### config.mk
export PLATFORM = sky130hd
export DESIGN_NAME = move_cmd_gen
export DESIGN_NICKNAME = d
export VERILOG_FILES = /design/src/rtl/move_cmd_gen.sv
export SDC_FILE = /design/constraint.sdc
export NUM_CORES = 1
export LEC_CHECK = 0
export ABC_AREA = 0
export BUFFER_PORTS_ARGS = -buffer_cell sky130_fd_sc_hd__buf_2
export CAP_MARGIN = 0
export CORE_MARGIN = 2
export CORE_UTILIZATION = 24
export CTS_CLUSTER_SIZE = 25
export DETAILED_ROUTE_END_ITERATION = 12
export HOLD_SLACK_MARGIN = 0.12
export PLACE_DENSITY_LB_ADDON = 0.12
export SLEW_MARGIN = 40
export SYNTH_ARGS = -nofsm -noshare
export SYNTH_HDL_FRONTEND = slang
export SYNTH_SLANG_ARGS = --single-unit
### constraint.sdc
create_clock -name clk -period 2.9 [get_ports clk]
set_input_delay 0.435 -clock clk [delete_from_list [all_inputs] [get_ports clk]]
set_output_delay 0.435 -clock clk [all_outputs]
set_load 0.005 [all_outputs]
### src/rtl/move_cmd_gen.sv
// Turns raw left/right push-buttons into the mover's oper command: sync, debounce, single step, timed auto-repeat, limit suppression.
// Optional build macro MOVE_ACCEL_EN: repeat interval halves after four consecutive repeat steps.
module move_cmd_gen #(
  parameter int DB_CYCLES   = 16,
  parameter int HOLD_CYCLES = 64,
  parameter int REP_CYCLES  = 8,
  parameter int CNT_W       = 16
) (
  input  logic       clk,
  input  logic       reset,
  input  logic       btn_left,
  input  logic       btn_right,
  input  logic       at_min,
  input  logic       at_max,
  output logic [1:0] oper,
  output logic       moving,
  output logic       limit_hit
);

  localparam logic [CNT_W-1:0] DB_LAST   = CNT_W'(DB_CYCLES - 1);
  localparam logic [CNT_W-1:0] HOLD_LD   = CNT_W'(HOLD_CYCLES);
  localparam logic [CNT_W-1:0] REP_LD    = CNT_W'(REP_CYCLES);
  localparam logic [CNT_W-1:0] CNT_ONE   = CNT_W'(1);

  typedef enum logic [1:0] {IDLE, STEP, HOLD, REPEAT} state_t;
  // Direction codes double as the oper encoding.
  typedef enum logic [1:0] {DIR_NONE = 2'b00, DIR_LEFT = 2'b01, DIR_RIGHT = 2'b10} dir_t;

  logic [1:0] btn_raw;
  logic [1:0] db_w;

  assign btn_raw = {btn_right, btn_left};

  // Index 0 = left, 1 = right.
  generate
    for (genvar gi = 0; gi < 2; gi++) begin : g_btn
      logic             sync1_q;
      logic             sync2_q;
      logic             db_q;
      logic             db_d;
      logic [CNT_W-1:0] db_cnt_q;
      logic [CNT_W-1:0] db_cnt_d;

      always_comb begin
        db_d     = db_q;
        db_cnt_d = '0;
        if (sync2_q != db_q) begin
          if (db_cnt_q == DB_LAST) begin
            db_d = ~db_q;
          end else begin
            db_cnt_d = db_cnt_q + CNT_ONE;
          end
        end
      end

      always_ff @(posedge clk) begin
        if (reset) begin
          sync1_q  <= 1'b0;
          sync2_q  <= 1'b0;
          db_q     <= 1'b0;
          db_cnt_q <= '0;
        end else begin
          sync1_q  <= btn_raw[gi];
          sync2_q  <= sync1_q;
          db_q     <= db_d;
          db_cnt_q <= db_cnt_d;
        end
      end

      assign db_w[gi] = db_q;
    end
  endgenerate

  dir_t dir;

  always_comb begin
    dir = DIR_NONE;
    if (db_w[1] && !db_w[0]) begin
      dir = DIR_RIGHT;
    end else if (db_w[0] && !db_w[1]) begin
      dir = DIR_LEFT;
    end
  end

  state_t           state_q;
  state_t           state_d;
  dir_t             dir_lat_q;
  dir_t             dir_lat_d;
  logic [CNT_W-1:0] timer_q;
  logic [CNT_W-1:0] timer_d;
  logic [CNT_W-1:0] rep_reload;
  logic [1:0]       oper_q;
  logic [1:0]       oper_d;
  logic             moving_q;
  logic             moving_d;
  logic             limit_q;
  logic             limit_d;
  logic             step_due;

`ifdef MOVE_ACCEL_EN
  localparam int               REP_FAST_I = (REP_CYCLES > 1) ? (REP_CYCLES >> 1) : 1;
  localparam logic [CNT_W-1:0] REP_FAST   = CNT_W'(REP_FAST_I);

  // Saturates at 3: the fourth repeat step and all later ones reload the fast interval.
  logic [1:0] rep_cnt_q;
  logic [1:0] rep_cnt_d;

  always_comb begin
    rep_cnt_d = rep_cnt_q;
    if (state_q == IDLE) begin
      rep_cnt_d = 2'd0;
    end else if (state_q == REPEAT && timer_q == CNT_ONE && rep_cnt_q != 2'd3) begin
      rep_cnt_d = rep_cnt_q + 2'd1;
    end
  end

  always_ff @(posedge clk) begin
    if (reset) begin
      rep_cnt_q <= 2'd0;
    end else begin
      rep_cnt_q <= rep_cnt_d;
    end
  end

  assign rep_reload = (rep_cnt_q == 2'd3) ? REP_FAST : REP_LD;
`else
  assign rep_reload = REP_LD;
`endif

  always_ff @(posedge clk) begin
    if (reset) begin
      state_q   <= IDLE;
      dir_lat_q <= DIR_NONE;
      timer_q   <= '0;
      oper_q    <= 2'b00;
      moving_q  <= 1'b0;
      limit_q   <= 1'b0;
    end else begin
      state_q   <= state_d;
      dir_lat_q <= dir_lat_d;
      timer_q   <= timer_d;
      oper_q    <= oper_d;
      moving_q  <= moving_d;
      limit_q   <= limit_d;
    end
  end

  always_comb begin
    state_d   = state_q;
    dir_lat_d = dir_lat_q;
    timer_d   = timer_q;
    case (state_q)
      IDLE: begin
        timer_d = '0;
        if (dir != DIR_NONE) begin
          state_d   = STEP;
          dir_lat_d = dir;
        end
      end
      STEP: begin
        if (dir != dir_lat_q) begin
          state_d = IDLE;
          timer_d = '0;
        end else begin
          state_d = HOLD;
          timer_d = HOLD_LD;
        end
      end
      HOLD: begin
        if (dir != dir_lat_q) begin
          state_d = IDLE;
          timer_d = '0;
        end else if (timer_q == CNT_ONE) begin
          state_d = REPEAT;
          timer_d = REP_LD;
        end else begin
          timer_d = timer_q - CNT_ONE;
        end
      end
      REPEAT: begin
        if (dir != dir_lat_q) begin
          state_d = IDLE;
          timer_d = '0;
        end else if (timer_q == CNT_ONE) begin
          timer_d = rep_reload;
        end else begin
          timer_d = timer_q - CNT_ONE;
        end
      end
      default: begin
        state_d = IDLE;
        timer_d = '0;
      end
    endcase
  end

  // Outputs are registered, so they are derived from the next-state view: the step shows up
  // in the same cycle the FSM sits in STEP, or in HOLD/REPEAT with the timer at 1.
  always_comb begin
    oper_d   = 2'b00;
    limit_d  = 1'b0;
    moving_d = (state_d != IDLE);
    step_due = (state_d == STEP) ||
               ((state_d == HOLD || state_d == REPEAT) && timer_d == CNT_ONE);
    if (step_due) begin
      if ((dir_lat_d == DIR_RIGHT && at_max) || (dir_lat_d == DIR_LEFT && at_min)) begin
        limit_d = 1'b1;
      end else begin
        oper_d = dir_lat_d;
      end
    end
  end

  assign oper      = oper_q;
  assign moving    = moving_q;
  assign limit_hit = limit_q;

endmodule
# [Word level (Yosys, flattened, before mapping)]
# Cells that the tools add are included.
[word_totals] regBits=62 wordCells=72 output_inout_bits=4 memories=0 ramBits=0 mem_bits_ro=0 latchBits=0
[classes] n_mul=0 eq_ne=15 n_bitwise=5 reduce_logical=20 muxes=15 n_lt_le_gt_ge=0 n_shift=0 add_sub_neg=3 n_div=0
[ops] cell="$pmux 16 s3" count=1
[ops] cell="$add 16x1->16 const B" count=2
[ops] cell="$eq 16x1->1 const B" count=2
[ops] cell="$eq 16x4->1 const B" count=2
[ops] cell="$mux 16" count=2
[ops] cell="$mux 2" count=8
[ops] cell="$sub 16x1->16 const B" count=1
[ops] cell="$eq 2x2->1 const B" count=5
[ops] cell="$reduce_or 3->1" count=3
[ops] cell="$pmux 2 s4" count=1
[ops] cell="$mux 7" count=1
[ops] cell="$eq 2x1->1 const B" count=3
[ops] cell="$logic_and 1x1->1" count=5
[ops] cell="$not 1->1" count=5
[ops] cell="$reduce_and 2->1" count=2
[ops] cell="$reduce_bool 2->1" count=2
[ops] cell="$reduce_or 2->1" count=2
[ops] cell="$logic_or 1x1->1" count=3
[ops] cell="$logic_not 1->1" count=2
[ops] cell="$logic_not 2->1" count=1
[ops] cell="$mux 1" count=2
[ops] cell="$ne 1x1->1" count=2
[ops] cell="$ne 2x2->1" count=1

# [Longest topological paths before layout]
# Gate-level depths: netlist of run 1.
[depth] depth_word=13 mapped_depth=9 ltp_nobuf=7

# [Least setup slack after synthesis of run 1]
# No wires, ideal clock.
[synth_path] path_kind="register to register" start="reg timer_q[1]" end="reg timer_q[2]" required_time_ns=2.782 stages_incl_launch_ff=8 slack_ns=0.959 n_path_buf=1 period_less_slack_ns=1.941 t_arrival_ns=1.823 cell_sequence="dfxtp_1 inv_1 ha_1 or3b_2 or4_4 nand3_2 buf_8 nor2_2"
[synth_via] elab_chain_len=4 elab_cells_between_ends=5
[synth_rtl] element="start: declaration" line_no="89" rtl="logic [CNT_W-1:0] timer_q;"
[synth_rtl] element="start signal: assignment" line_no="141" rtl="timer_q <= timer_d;"
[synth_rtl] element="$sub 16x1->16 or $eq 16x1->1 (tied branches)"
[synth_rtl] element="$mux 16 *" line_no="173, 184"
[synth_rtl] element="$mux 16 *" line_no="170" rtl="if (dir != dir_lat_q) begin"
[synth_rtl] element="$pmux 16 s3 *" line_no="152" rtl="case (state_q)"
# Every way passes the cells marked *; elsewhere a longest branch is shown, timed or not.
# A chain may end at the register's enable or synchronous reset.

# [Worst setup path after layout of run 1]
[layout_path] start="reg timer_q[0]" end="reg timer_q[9]"
# Same word-level chain as after synthesis.

==> qor.yml, run 1 <==
finish:
  area_growth_pct: 17.2
  n_antenna_cell: 0
  fin_nets: 342
  ff_latch_area_mm2: 0.00124
  fillers: 1231
  multi_input_area_mm2: 0.00154
  drive_gt1_share_pct: 14.0
  fin_util_pct: 29.1
  final_area_mm2: 0.00333
grt:
  grt_max_degree: 16
  grt_pass1_wl_um: 10400
  grt_busiest_layer: "met2"
  grt_usage_pct: 10.2
  grtUsageMet1_pct: 12.6
  grt.overflow.total: 0
  use_met2_pct: 15.8
  antenna_found_initial: 0
  use_met3_pct: 4.12
  grt_pass1_vias: 2163
synthesis:
  synthTopCellsByArea: "dfxtp_1 44%, nor2_1 6.5%, xnor2_1 6.5%"
  seq_area_frac_synth_pct: 43.6
  synth.distinct_cells: 40
  avgSynthCellArea_um2: 8.94
  synth-seq-cells: 62
  synth_area_mm2: 0.00284
  ys_warn_count: 0
  synth_top_area_share_pct: 43.6
  synthCells: 318
  syn-num-nets: 330
  synth_area_leader_cell: "dfxtp_1"
timing:
  fin_worst_skew_ns: 0.00532
  timing.fmax_ghz: 0.452
  period_share_pct: 76.2
  report.final.slew_viol_count: 0
  finalSetupViolations: 0
  period_needed_ns: 2.21
  max-slew-margin-rel_pct: 58.1
  setup_tns_ns: 0
  hold_viol: 0
  rsz0062_at_grt: "no"
  worstMarginPinSlew_ns: 0.623
route:
  first_iter_violations: 97
  wl_per_cell_um: 12.3
  routed_wl_um: 5900
  route.antenna.remaining_nets: 0
  vias_per_cell: 4.62
  first_pass_iters: 4
  drcViolationCount: 0
  vias: 2209
place:
  dpl_cell_area_mm2: 0.00303
  place_congestion: 0.774
  port-buffer-count: 9
  dp.final_hpwl_um: 4020
clocking:
  post_cts_resized: 0
  cts_tree: "yes"
  cts_max_path_buffers: 2
  htree_levels: 3
  clk_latency_ns: 0.33
  cts_sinks: 62
  clockRootBuffer: "clkbuf_16"
  clk_pin_slew_worst_paths_ns: 0.05
  numCtsBuffers: 9
  cts_setup_buffers: 0
  ctsHoldBuffers: 0
power:
  ir_drop_uv: 288
  p_leak_nw: 1.31
  cellPowerDensity_mw_per_mm2: 584
min_path:
  holdCritPathClass: "in -> reg"
critical_path:
  cp.required_ns: 3.10
  crit_type: "reg -> reg"
  startpoint_type: "register"
  cp_max_fo: 13
  endpoint_kind: "register"
  crit_arrival_ns: 2.41
die:
  dieArea_mm2: 0.0127
  die_width_um: 113
  initial_core_util_pct: 24.8
  io_pins: 10
  rows: 39
  core_mm2: 0.0115
  die_y_um: 113
outcome:
  status: "finished, final reports clean"
job:
  drv_cap: 0
==> worst max-delay path, stage by stage (launching register included) <==
cell	delay (ns)
dfxtp_1	0.49
ha_1	0.19
or3b_2	0.46
or4_4	0.56
nand3_2	0.31
nor2_1	0.08
==> worst paths after layout <==
kind | depth (start not counted) | slack (ns) | end | from
max reg2reg | 5 | 0.69 | timer_q[9] | timer_q[0]
max | 5 | 0.69 | timer_q[9] | timer_q[0]
min | 2 | 0.32 | oper[1] | at_max
min reg2reg | 1 | 0.44 | g_btn[1].sync2_q | g_btn[1].sync1_q
==> Yosys cell counts (all sizes together) <==
cell    instances
or2             2
clkbuf          6
or4             5
or3             8
or3b            1
and4            2
a31oi           2
and3           10
nand3          13
nor2b           6
inv             5
xnor2          21
nand2          21
a211oi          2
o41ai           1
a21oi           7
nor2           59
nor4b           2
ha              6
o21a            1
nor3b           5
o211ai          2
o21bai          1
and3b           1
a41oi           1
o21ai           9
o211a           1
mux2i           4
nor4           10
nand4           9
nor3           10
buf             2
xor2           20
dfxtp          62
o21ba           1
==> logic make-up (layout without fill, tap and decap cells) <==
family,after synthesis,in the layout,synth area share (%)
and+or+nand+nor,164,164,31.1
DFF,62,62,43.6
xor gates and xnor gates,41,41,12.6
AOI/OAI and AO/OA,28,28,6.42
buffers and inverters,13,30,2.16
adders and majority gates,6,6,2.64
muxes,4,4,1.41
==> metrics by stage <==
stage | total power [W] | std cells | setup WS (ns) | hold slack [ns]
after floorplan | 0.000884 | 318 | 0.959 | 0.414
after global placement | 0.000892 | 462 | 0.705 | 0.418
after detailed placement | 0.000892 | 462 | 0.690 | 0.428
after CTS | 0.00198 | 478 | 0.682 | 0.305
after global routing | 0.00202 | 478 | 0.540 | 0.309
final | 0.00195 | 478 | 0.690 | 0.319
==> layout make-up <==
cell class | instances | share of cell area [%]
flip-flops and latches | 62 | 37.3
inverters | 5 | 0.563
clock inverters | 2 | 0.376
well taps | 143 | 5.37
clock buffers | 14 | 8.82
multi-input cells | 243 | 46.3
repair buffers | 9 | 1.35
==> layout by cell type, fill, tap and decap left out, types with 3 or more instances in the layout <==
cell type / n
nor2_1: 49
ha_1: 6
nand4_1: 9
clkbuf_16: 9
buf_2: 9
or3_1: 8
xnor2_1: 21
or4_4: 3
nand2_1: 21
xor2_1: 20
nor2b_1: 6
inv_1: 5
nor3_1: 10
nor3b_1: 5
nand3_1: 12
and3_1: 10
dfxtp_1: 62
a21oi_1: 7
nor2_2: 10
o21ai_0: 9
mux2i_1: 4
nor4_2: 3
clkbuf_8: 5
nor4_1: 7
==> report_power, final <==
part | internal (W) | switching (W)
registers | 0.000856 | 0.00000187
clock network | 0.000693 | 0.000380
logic | 0.00000545 | 0.0000102
total | 0.00155 | 0.000392
==> routing by layer <==
metal  vias to the layer above  wire length [µm]  part of all wire [%]
met2                        30              2650                    45
met1                      1034              2930                    50
met3                         8               221                   3.7
met4                         0                97                   1.6
met5                         -                 0                     0
li1                       1137                 -                     -
==> sequential cells by signal (all words and copies together) (netlist names) <==
| register | count |
|---|---|
| g_btn.sync1_q | 2 |
| g_btn.db_q | 2 |
| timer_q | 16 |
| limit_hit | 1 |
| g_btn.sync2_q | 2 |
| dir_lat_q | 2 |
| state_q | 2 |
| moving | 1 |
| oper | 2 |
| g_btn.db_cnt_q | 32 |
No activity file was read; power rests on OpenSTA's default activity.
==> run 2: changes to the inputs <==
==> constraint.sdc (replaced) <==
create_clock -name clk -period 1.77 [get_ports clk]
set_input_delay 0.2655 -clock clk [delete_from_list [all_inputs] [get_ports clk]]
set_output_delay 0.2655 -clock clk [all_outputs]
set_load 0.005 [all_outputs]
==> run 2 against run 1 <==
  * The run now ends with negative setup slack left
  * Global-route usage increased by 0.93 points
  * Total power increased by 62%
  * Flip-flop and latch count unchanged
  * Via count increased by 4.6%
  * Cell area increased by 15%
  * Register-to-register slack got worse by 0.84 ns
  * Sequential share of layout area decreased by 4.6 points
  * First-iteration DRC count increased by 26%
  * Critical path depth unchanged
  * Utilization increased by 4.3 points
  * Count of clock-buffer cells in the layout decreased by 3
==> qor.yml, run 2 (same netlist as run 1, synthesis figures left out) <==
min_path:
  min_to: "oper[1]"
  holdCritPathClass: "in -> reg"
  min_path_cells: 2
  hp-start: "at_max"
job:
  drv_cap: 0
finish:
  drive_gt1_share_pct: 29.9
  layout_commonest_cell: "dfxtp_1"
  n_antenna_cell: 0
  area_growth_pct: 34.5
  fin_util_pct: 33.4
  stdcell_count: 521
  layout_common_cells: "57 x dfxtp_1, 48 x nor2_1, 41 x buf_4"
  fin_nets: 386
  reg.largest.list: "g_btn.db_cnt_q x32, timer_q x16"
  largest_reg_flops: 32
  top_register: "g_btn.db_cnt_q"
timing:
  report.final.slew_viol_count: 0
  fin_worst_skew_ns: 0.00368
  period_share_pct: 109
  rsz0062_at_grt: "yes"
  fin_hold_ws_ns: 0.139
  setup_tns_ns: -0.733
  period_needed_ns: 1.92
  max-slew-margin-rel_pct: 77.4
  hold_viol: 0
  timing.fmax_ghz: 0.520
  finalSetupViolations: 17
  worstMarginPinSlew_ns: 0.336
  fin_ws_ns: -0.154
grt:
  grt_pass1_wl_um: 11200
  antenna_found_initial: 0
  grt_pass1_vias: 2328
  grt.overflow.total: 0
  grt_usage_pct: 11.1
  grt_max_degree: 16
power:
  power_w: 0.00316
  p_leak_nw: 1.56
  cellPowerDensity_mw_per_mm2: 826
  ir_drop_uv: 434
die:
  die_y_um: 113
  core_mm2: 0.0115
  dieArea_mm2: 0.0127
  rows: 39
  io_pins: 10
  die_width_um: 113
  initial_core_util_pct: 24.8
critical_path:
  r2r-start: "timer_q[11]"
  worst_r2r_endpoint: "limit_hit"
  cp.required_ns: 1.98
  startpoint_type: "register"
  endpoint_kind: "register"
  crit_type: "reg -> reg"
  regToRegSetupSlack_ns: -0.15
  reg2regPathDepth: 5
  crit_arrival_ns: 2.13
  cp_max_fo: 3
route:
  wl_met3_um: 192
  route.antenna.remaining_nets: 0
  vias: 2310
  routed_wl_um: 6300
  first_pass_iters: 4
  first_iter_violations: 122
  wl_per_cell_um: 12.1
  wl_met1_um: 3130
  wl_met2_um: 2850
  drcViolationCount: 0
  vias_per_cell: 4.43
  highest-signal-layer: "met4"
place:
  place_congestion: 0.755
  dpl.cell_count: 502
  port-buffer-count: 9
  dp.final_hpwl_um: 4440
clocking:
  htree_levels: 3
  clk_pin_slew_worst_paths_ns: 0.05
  ctsHoldBuffers: 0
  cts_tree: "yes"
  cts_sinks: 62
  cts_max_path_buffers: 2
  clk_latency_ns: 0.33
  clockRootBuffer: "clkbuf_16"
  numCtsBuffers: 9
outcome:
  violations: "negative setup slack"
  status: "finished with violations"
[run 2: layer usage]
layer / global-route usage [%] / vias up
met5: 0 / -
met2: 17.2 / 23
met1: 14.1 / 1051
met3: 3.70 / 12
li1: - / 1224
met4: 4.80 / 0
[run 2: repair_timing]
| action | 4_1_cts | 5_1_grt |
|---|---|---|
| cloned | 1 | 0 |
| setup buffers | 3 | 0 |
| gates resized for setup | 15 | 7 |
| pin swaps | 18 | 1 |
| endpoints found under the setup margin | 17 | 22 |
[run 2: worst max-delay path by stage]
stage | from | to | slack, ns | cells after the start
after detailed placement | timer_q[9] | limit_hit | -0.16 | 5
final | timer_q[11] | limit_hit | -0.15 | 5
after CTS | timer_q[11] | limit_hit | -0.17 | 5
after floorplan | timer_q[7] | timer_q[4] | -0.06 | 5
after global placement | timer_q[11] | limit_hit | -0.17 | 5
after global routing | timer_q[11] | oper[1] | -0.22 | 6
[run 2: final cells by class]
class	count	area, µm²
inverters	5	21.3
clock buffers	11	243
flip-flops and latches	62	1250
repair buffers	52	393
multi-input cells	244	1690
clock inverters	4	47.5
well taps	143	179
fillers	1197	7640
[run 2: report_power, final]
| part | internal [W] | switching [W] | total (W) |
|---|---|---|---|
| clock | 0.00111 | 0.000606 | 0.00172 |
| combinational | 0.0000157 | 0.0000208 | 0.0000365 |
| sequential | 0.00140 | 0.00000276 | 0.00140 |
[run 2: stage by stage]
stage / setup WS (ns) / instance area, µm²
2_1_floorplan: -0.0623 / 2920
3_3_place_gp: -0.175 / 3410
3_5_place_dp: -0.165 / 3410
4_1_cts: -0.172 / 3800
5_1_grt: -0.219 / 3830
6_report: -0.154 / 3830
[run 2: critical path: stages (launching register included)]
cell and delay (ns):
dfxtp_1 0.31, or4_4 0.57, o41ai_2 0.32, o211ai_1 0.19
and3_1 0.19, o211a_1 0.22
==> run 3: changes to the inputs <==
--- a/config.mk
+++ b/config.mk
@@ -8,6 +8,7 @@
 export ABC_AREA = 0
 export BUFFER_PORTS_ARGS = -buffer_cell sky130_fd_sc_hd__buf_2
 export CAP_MARGIN = 0
+export CORE_ASPECT_RATIO = 0.75
 export CORE_MARGIN = 2
 export CORE_UTILIZATION = 24
 export CTS_CLUSTER_SIZE = 25
==> run 3 against run 2 <==
  * Flip-flop and latch count stayed put
  * Routed wire length is 4.7% higher
  * First-iteration DRC count is 9.0% lower
  * Clock power is 12% higher
  * Worst setup slack better by 0.045 ns
  * Cell area is 2.1% higher
  * The flow still finishes with violations (negative setup slack)
  * Critical path depth stayed put
  * Highest routed layer unchanged
  * Maximum frequency is 2.4% higher
  * Utilization is 0.38 points higher
==> qor.yml, run 3 (same netlist as run 1, synthesis figures left out) <==
die:
  rows: 34
  die_width_um: 130
  core_mm2: 0.0116
  io_pins: 10
  die_y_um: 98.3
  dieArea_mm2: 0.0127
  initial_core_util_pct: 24.6
grt:
  grt_pass1_wl_um: 11300
  grt_pass1_vias: 2264
  grt_usage_pct: 11.4
  antenna_found_initial: 0
  grt.overflow.total: 0
  grt_max_degree: 16
job:
  drv_cap: 0
critical_path:
  crit_arrival_ns: 2.10
  regToRegSetupSlack_ns: -0.11
  path_cells: "or4_4 -> o41ai_4 -> o211ai_1 -> and3_1 -> o211a_1"
  path_buf_inv: 0
  cp.depth: 5
  cp_max_fo: 3
  cp.required_ns: 1.99
  crit_path_start: "timer_q[9]"
  cpMaxStageDelayCell: "or4_4"
  crit_type: "reg -> reg"
  reg2regPathDepth: 5
  startpoint_type: "register"
  path_delay_family: "simple AND/OR/NAND/NOR gates"
  crit_path_end: "limit_hit"
  endpoint_kind: "register"
  critPathMaxStageDelay_ns: 0.57
  r2r-start: "timer_q[9]"
  worst_r2r_endpoint: "limit_hit"
timing:
  period_share_pct: 106
  rsz0062_at_grt: "yes"
  period_needed_ns: 1.88
  max-slew-margin-rel_pct: 72.0
  fin_hold_ws_ns: 0.147
  finalSetupViolations: 11
  timing.fmax_ghz: 0.532
  worstMarginPinSlew_ns: 0.419
  fin_worst_skew_ns: 0.00642
  hold_viol: 0
  report.final.slew_viol_count: 0
  fin_ws_ns: -0.110
power:
  power.internal_w: 0.00265
  p_clk_share_pct: 57.1
  p_switching_w: 0.000703
  power_frac_seq_pct: 41.8
  p_sw_share_pct: 21.0
  p_comb_share_pct: 1.0
  ir_drop_uv: 466
  p_leak_nw: 1.56
  cellPowerDensity_mw_per_mm2: 858
  power_w: 0.00335
route:
  routed_wl_um: 6600
  route.antenna.remaining_nets: 0
  vias_per_cell: 4.32
  wl_per_cell_um: 12.3
  vias: 2324
  drcViolationCount: 0
  first_pass_iters: 4
  first_iter_violations: 111
finish:
  reg.largest.list: "g_btn.db_cnt_q x32, timer_q x16"
  top_register: "g_btn.db_cnt_q"
  largest_reg_flops: 32
  layout_common_cells: "57 x dfxtp_1, 47 x nor2_1, 40 x buf_4"
  drive_gt1_share_pct: 31.1
  area_growth_pct: 37.3
  fin_util_pct: 33.7
  fin_nets: 383
  stdcell_count: 538
  layout_commonest_cell: "dfxtp_1"
  n_antenna_cell: 0
clocking:
  numCtsBuffers: 9
  cts_tree: "yes"
  cts_sinks: 62
  clk_pin_slew_worst_paths_ns: 0.06
  clockRootBuffer: "clkbuf_16"
  clk_latency_ns: 0.33
  cts_max_path_buffers: 2
  htree_levels: 3
place:
  port-buffer-count: 9
  place_congestion: 0.781
  dpl.cell_count: 520
  dp.final_hpwl_um: 4620
min_path:
  holdCritPathClass: "in -> reg"
outcome:
  violations: "negative setup slack"
  status: "finished with violations"
[run 3: changes by cell type in the layout (fill, tap and decap cells not counted), sizes merged]
| cell | before | now |
|---|---|---|
| buf | 52 | 49 |
| bufinv | 1 | 2 |
| clkbuf | 11 | 9 |
| inv | 5 | 6 |
| clkinvlp | 1 | 2 |
[run 3: cell type report]
type | instances | area (µm²)
Clock buffer | 9 | 225
Clock inverter | 7 | 97.6
Tap cell | 162 | 203
Timing Repair Buffer | 49 | 345
Sequential cell | 62 | 1250
Fill cell | 1254 | 7670
Inverter | 5 | 23.8
Multi-Input combinational cell | 244 | 1760
[run 3: worst min-delay path by stage]
stage / cells after the start / slack (ns) / start / to
2_1_floorplan: 1 / 0.36 / reset / moving
3_3_place_gp: 1 / 0.42 / g_btn[1].sync1_q / g_btn[1].sync2_q
3_5_place_dp: 1 / 0.43 / g_btn[1].sync1_q / g_btn[1].sync2_q
4_1_cts: 2 / 0.13 / at_max / oper[1]
5_1_grt: 2 / 0.15 / at_max / oper[1]
6_report: 2 / 0.15 / at_max / oper[1]
[run 3: routing by layer]
| layer | track usage, % | vias up | share of wire [%] |
|---|---|---|---|
| li1 | - | 1221 | - |
| met1 | 16.9 | 1076 | 57 |
| met2 | 15.0 | 20 | 38 |
| met3 | 3.95 | 7 | 3.2 |
| met4 | 4.47 | 0 | 1.5 |
| met5 | 0 | - | 0 |
[run 3: what timing repair did]
item                                    CTS  global route
gates resized for setup                  13            19
gates cloned                              1             0
pin swaps                                16             6
buffers inserted                          1             0
endpoints found under the setup margin   17            21
hold buffers                              0             0
[run 3: metrics by stage]
stage	setup slack, ns	cell area (µm²)	setup TNS, ns
floorplan	-0.0623	2920	-0.608
global placement	-0.121	3400	-1.42
detailed placement	-0.138	3400	-1.91
CTS	-0.0940	3800	-0.478
global route	-0.207	3910	-1.48
finish	-0.110	3910	-0.451
[run 3: worst register-to-register path: cells and delay by family (launching register included)]
kind,cells,cell delay [ns]
compound gates,3,0.70
simple gates,2,0.75
flops,1,0.33
[run 3: power groups by stage]
stage               combinational, W  sequential [W]  clock, W
floorplan                  0.0000148         0.00143         0
global placement           0.0000320         0.00143         0
detailed placement         0.0000317         0.00143         0
CTS                        0.0000334         0.00140   0.00198
global route               0.0000386         0.00140   0.00205
finish                     0.0000340         0.00140   0.00192
